File: src/rtl/btn_event_ctrl.sv
// rtl/btn_event_ctrl.sv - per-button press/release/long/repeat classifier with round-robin event port
// Optional auto-repeat in LONG is enabled by defining AUTO_REPEAT_EN.
module btn_event_ctrl #(
  parameter int N_BTN    = 4,
  parameter int LONG_CNT = 8,
  parameter int REP_CNT  = 4,
  localparam int ID_W    = (N_BTN > 1) ? $clog2(N_BTN) : 1
) (
  input  logic             clk,
  input  logic             rst,
  input  logic [N_BTN-1:0] btn_db,
  input  logic             evt_ready,
  output logic             evt_valid,
  output logic [ID_W-1:0]  evt_id,
  output logic [1:0]       evt_type,
  output logic [N_BTN-1:0] ovf
);

  localparam int CNT_MAX = (LONG_CNT > REP_CNT) ? LONG_CNT : REP_CNT;
  localparam int CNT_W   = $clog2(CNT_MAX);

  localparam logic [1:0] EV_PRESS   = 2'b00;
  localparam logic [1:0] EV_RELEASE = 2'b01;
  localparam logic [1:0] EV_LONG    = 2'b10;
`ifdef AUTO_REPEAT_EN
  localparam logic [1:0] EV_REPEAT  = 2'b11;
`endif

  typedef enum logic [1:0] {ST_UP, ST_DOWN, ST_LONG} state_e;

  logic [N_BTN-1:0] prev_q;
  state_e           state_q [N_BTN];
  state_e           state_d [N_BTN];
  logic [CNT_W-1:0] cnt_q   [N_BTN];
  logic [CNT_W-1:0] cnt_d   [N_BTN];
  logic [N_BTN-1:0] raise;
  logic [1:0]       raise_type [N_BTN];
  logic [N_BTN-1:0] slot_v_q, slot_v_d;
  logic [1:0]       slot_t_q [N_BTN];
  logic [1:0]       slot_t_d [N_BTN];
  logic [N_BTN-1:0] ovf_q, ovf_d;
  logic [ID_W-1:0]  ptr_q, ptr_d;
  logic             evt_valid_q, evt_valid_d;
  logic [ID_W-1:0]  evt_id_q, evt_id_d;
  logic [1:0]       evt_type_q, evt_type_d;

  logic [N_BTN-1:0] rise, fall;
  logic             out_free;
  logic             grant_found;
  logic [ID_W-1:0]  grant_id;
  logic [N_BTN-1:0] grant_vec;

  assign rise     = btn_db & ~prev_q;
  assign fall     = ~btn_db & prev_q;
  assign out_free = !evt_valid_q || evt_ready;

  // Release is checked first in every pressed state so it beats a coincident threshold.
  always_comb begin
    for (int i = 0; i < N_BTN; i++) begin
      state_d[i]    = state_q[i];
      cnt_d[i]      = cnt_q[i];
      raise[i]      = 1'b0;
      raise_type[i] = EV_PRESS;
      case (state_q[i])
        ST_UP: begin
          if (rise[i]) begin
            state_d[i]    = ST_DOWN;
            cnt_d[i]      = '0;
            raise[i]      = 1'b1;
            raise_type[i] = EV_PRESS;
          end
        end
        ST_DOWN: begin
          if (fall[i]) begin
            state_d[i]    = ST_UP;
            raise[i]      = 1'b1;
            raise_type[i] = EV_RELEASE;
          end else if (cnt_q[i] == CNT_W'(LONG_CNT - 1)) begin
            state_d[i]    = ST_LONG;
            cnt_d[i]      = '0;
            raise[i]      = 1'b1;
            raise_type[i] = EV_LONG;
          end else begin
            cnt_d[i] = cnt_q[i] + CNT_W'(1);
          end
        end
        ST_LONG: begin
          if (fall[i]) begin
            state_d[i]    = ST_UP;
            raise[i]      = 1'b1;
            raise_type[i] = EV_RELEASE;
          end
`ifdef AUTO_REPEAT_EN
          else if (cnt_q[i] == CNT_W'(REP_CNT - 1)) begin
            cnt_d[i]      = '0;
            raise[i]      = 1'b1;
            raise_type[i] = EV_REPEAT;
          end else begin
            cnt_d[i] = cnt_q[i] + CNT_W'(1);
          end
`endif
        end
        default: state_d[i] = ST_UP;
      endcase
    end
  end

  // Round-robin scan starting at the pointer, wrapping mod N_BTN.
  always_comb begin
    grant_found = 1'b0;
    grant_id    = '0;
    for (int k = 0; k < N_BTN; k++) begin
      int j;
      j = int'(ptr_q) + k;
      if (j >= N_BTN) j = j - N_BTN;
      if (!grant_found && slot_v_q[j]) begin
        grant_found = 1'b1;
        grant_id    = ID_W'(j);
      end
    end
    grant_vec = (out_free && grant_found) ? (N_BTN'(1) << grant_id) : '0;
  end

  always_comb begin
    for (int i = 0; i < N_BTN; i++) begin
      slot_v_d[i] = slot_v_q[i];
      slot_t_d[i] = slot_t_q[i];
      ovf_d[i]    = ovf_q[i];
      if (raise[i]) begin
        if (!slot_v_q[i] || grant_vec[i]) begin
          slot_v_d[i] = 1'b1;
          slot_t_d[i] = raise_type[i];
        end else begin
          ovf_d[i] = 1'b1;
        end
      end else if (grant_vec[i]) begin
        slot_v_d[i] = 1'b0;
      end
    end
  end

  always_comb begin
    evt_valid_d = evt_valid_q;
    evt_id_d    = evt_id_q;
    evt_type_d  = evt_type_q;
    ptr_d       = ptr_q;
    if (out_free) begin
      if (grant_found) begin
        evt_valid_d = 1'b1;
        evt_id_d    = grant_id;
        evt_type_d  = slot_t_q[grant_id];
        ptr_d       = (grant_id == ID_W'(N_BTN - 1)) ? '0 : grant_id + ID_W'(1);
      end else begin
        evt_valid_d = 1'b0;
      end
    end
  end

  always_ff @(posedge clk or negedge rst) begin
    if (!rst) begin
      prev_q      <= '0;
      slot_v_q    <= '0;
      ovf_q       <= '0;
      ptr_q       <= '0;
      evt_valid_q <= 1'b0;
      evt_id_q    <= '0;
      evt_type_q  <= EV_PRESS;
      for (int i = 0; i < N_BTN; i++) begin
        state_q[i]  <= ST_UP;
        cnt_q[i]    <= '0;
        slot_t_q[i] <= EV_PRESS;
      end
    end else begin
      prev_q      <= btn_db;
      slot_v_q    <= slot_v_d;
      ovf_q       <= ovf_d;
      ptr_q       <= ptr_d;
      evt_valid_q <= evt_valid_d;
      evt_id_q    <= evt_id_d;
      evt_type_q  <= evt_type_d;
      for (int i = 0; i < N_BTN; i++) begin
        state_q[i]  <= state_d[i];
        cnt_q[i]    <= cnt_d[i];
        slot_t_q[i] <= slot_t_d[i];
      end
    end
  end

  assign evt_valid = evt_valid_q;
  assign evt_id    = evt_id_q;
  assign evt_type  = evt_type_q;
  assign ovf       = ovf_q;

endmodule

File: config.mk
export PLATFORM = sky130hd
export DESIGN_NAME = btn_event_ctrl
export DESIGN_NICKNAME = d
export VERILOG_FILES = /design/src/rtl/btn_event_ctrl.sv
export SDC_FILE = /design/constraint.sdc
export NUM_CORES = 1
export LEC_CHECK = 0
export CAP_MARGIN = 20
export CELL_PAD_IN_SITES_DETAIL_PLACEMENT = 1
export CELL_PAD_IN_SITES_GLOBAL_PLACEMENT = 2
export CORE_UTILIZATION = 35
export DETAILED_ROUTE_END_ITERATION = 12
export GPL_TIMING_DRIVEN = 0
export HOLD_SLACK_MARGIN = 0.05
export MAX_ROUTING_LAYER = met4
export PLACE_DENSITY = 0.72
export SYNTH_ARGS = -nofsm -noshare
export SYNTH_HDL_FRONTEND = slang
export SYNTH_SLANG_ARGS = --single-unit
File: constraint.sdc
create_clock -name clk -period 1.9 [get_ports clk]
set_input_delay 0.475 -clock clk [delete_from_list [all_inputs] [get_ports clk]]
set_output_delay 0.475 -clock clk [all_outputs]
set_load 0.02 [all_outputs]
==> results.toml <==
[critical_path]
crit_chain = "nand2b_4 -> a21o_4 -> and3_4 -> inv_4 -> ha_4 -> inv_2 -> o21ai_2 -> and2_4 -> mux2_4"
critPathTopFamily = "simple AND/OR/NAND/NOR gates"
worstSetupPathType = "reg2reg"
cpPeakStageDelay_ns = 0.47
worst-path-buf-inv = 2
reg2reg_slack_ns = -0.05
r2r_end = "slot_t_q[2]"
crit_fanout = 5
critical_path.slowest_cell = "dfrtp_2"
path_depth = 9
arrival_ns = 2.14
cp-end-kind = "flop"
r2r_cells = 9
startpoint_type = "flop"
r2r-start = "ptr_q[1]"
required_ns = 2.09

[pwr]
leakagePower_uw = 0.001543
irDropWorstVdd_v = 0.0004227
total_power_uw = 5056
p_per_area_mw_per_mm2 = 1486

[status]
failed_checks = "setup timing"
status = "finished, violations left"

[sta]
slew_headroom = 0.6049
fmax_mhz = 512.3
hold_viol_final = 0
clock_skew_ns = 0.004563
setup_tns_ns = -0.1840
slew_violations = 0
post-route-period-util = 1.027
fin_ws_ns = -0.05214
finalSetupViolations = 5
rsz0062_at_grt = "yes"
hold_ws_ns = 0.1675
tightest_slew_ns = 0.5927
min_period_ns = 1.952

[clock_tree]
root_buffer = "clkbuf_8"
clk_path_buf_depth = 2
clk_pin_slew_ns = 0.09
clock_latency_ns = 0.30
cts_hold_buf = 0
cts_tree = "yes"
cts-htree-levels = 2
numCtsBuffers = 5
cts.sinks = 47

[die]
num_rows = 31
io-pin-count = 16
dieArea_mm2 = 0.008219
core-area_mm2 = 0.007408
start_util = 0.3714
die_height_um = 90.66
die_w_um = 90.66

[final_layout]
nets = 354
drive_gt1_frac = 0.2344
final_cells = 419
diodes = 0
area_growth_syn_to_layout_pct = 23.69

[synthesis]
synth-edff-count = 0
ys_seq_elements = 47
syn-num-nets = 319
synth_top_area_share = 0.4275
synth_area_per_cell_um2 = 9.688
ys_types = 41
netlist_top_cells_count = "dfrtp_1 (47), nand2_1 (33), ha_1 (28), inv_1 (28), nor2_1 (22)"
async_flop_share = 1.000
synth_most_common_cell = "dfrtp_1"
synthesis.area_mm2 = 0.002751
yosys_warnings = 0
synth_cells = 284
synth_top_area_cell = "dfrtp_1"
synth_area_leaders = "dfrtp_1 (43%), ha_1 (13%), nand2_1 (4.5%), inv_1 (3.8%), a22o_1 (3.8%)"
seq_area_frac_synth = 0.4275
synth_ff_type = "dfrtp_1"

[detailed_routing]
detail-route-antenna-nets = 0
firstDrtPassIters = 4
wl_per_cell_um = 14.93
vias = 2169
drt-total-wl_mm = 6.254
viasPerCell = 5.177
drtIter0Drc = 63
drc = 0

[global_routing]
antenna_found_initial = 0
grt_pass1_vias = 2224
grt_pass1_wl_mm = 10.67
grt_use_total = 0.1658
grt_max_degree = 25
grt-ovfl-total = 0

[placed_design]
placed_cells = 399
dp_hpwl_mm = 4.482
dp_slack_ns = -0.3703
portBuffers = 15
gp_congestion = 0.7660

[min_path]
min_path_type = "in2async"

[flow_run]
timing.max_cap.violations = 0
worst max path at each step:
stage / start / to / slack, ns
after global placement: rst / state_q[2] / -1.14
after detailed placement: btn_db[3] / slot_t_q[0] / -0.37
final: ptr_q[1] / slot_t_q[2] / -0.05
after global routing: ptr_q[1] / slot_t_q[0] / -0.13
after CTS: ptr_q[1] / slot_t_q[2] / -0.03
after floorplan: ptr_q[1] / slot_t_q[2] / -0.04
power by group:
group | internal (µW) | switching (µW) | leakage, µW | total [µW]
sequential | 1310 | 304 | 0.000579 | 1620
combinational | 1330 | 1480 | 0.000915 | 2820
clock | 260 | 360 | 0.0000483 | 620
total | 2910 | 2150 | 0.00154 | 5060
layout by cell type (no fill, tap or decap), types with 5 or more instances in the layout:
cell / netlist / routed
ha_1: 28 / 21
dfrtp_2: 0 / 6
mux2_4: 2 / 5
nor2_1: 22 / 21
clkdlybuf4s50_1: 0 / 13
a22o_1: 12 / 12
clkbuf_8: 0 / 5
inv_1: 28 / 24
a21oi_1: 20 / 17
mux2i_1: 5 / 5
nand2_1: 33 / 32
buf_4: 0 / 14
dfrtp_1: 47 / 41
nor2b_1: 9 / 6
o21ai_0: 19 / 18
layer usage:
metal	vias up	GRT usage	part of all wire
li1	1073	-	-
met1	1066	0.2270	0.51
met2	23	0.2525	0.46
met3	7	0.02862	0.022
met4	0	0.04435	0.0080
met5	-	-	0
kinds of logic (layout without fill, tap and decap cells):
kind of cell	after synthesis	count (layout)	synth area share
simple gates	84	84	0.1483
buf+inv	30	66	0.04365
compound gates	83	83	0.2037
flops	47	47	0.4275
fa+ha+maj	28	28	0.1273
mux	12	12	0.04957
timing repair:
| action | 4_1_cts | 5_1_grt |
|---|---|---|
| endpoints found under the setup margin | 8 | 11 |
| endpoints found under the hold margin | 0 | 0 |
| resized for setup | 21 | 22 |
| pin swaps | 7 | 9 |
| buffers inserted | 11 | 3 |
per-stage QoR:
| step | util | instance area (µm²) |
|---|---|---|
| floorplan | - | 2775 |
| global route | 0.4594 | 3403 |
| finish | 0.4594 | 3403 |
| detailed placement | 0.4136 | 3064 |
| global placement | 0.4116 | 3049 |
| CTS | 0.4449 | 3296 |
cell type report:
| type | instances | area [µm²] |
|---|---|---|
| Fill cell | 855 | 4005 |
| Multi-Input combinational cell | 207 | 1625 |
| Sequential cell | 47 | 1184 |
| Timing Repair Buffer | 30 | 272.8 |
| Tap cell | 99 | 123.9 |
| Inverter | 28 | 110.1 |
| Clock buffer | 5 | 68.82 |
| Clock inverter | 3 | 18.77 |
state kept, by name, indices dropped and copies added (netlist names):
name,cells
slot_v_q,4
cnt_q,12
evt_id,2
ovf,4
slot_t_q,8
prev_q,4
ptr_q,2
evt_valid,1
state_q,8
evt_type,2
Power figures use the tool's default switching activity.
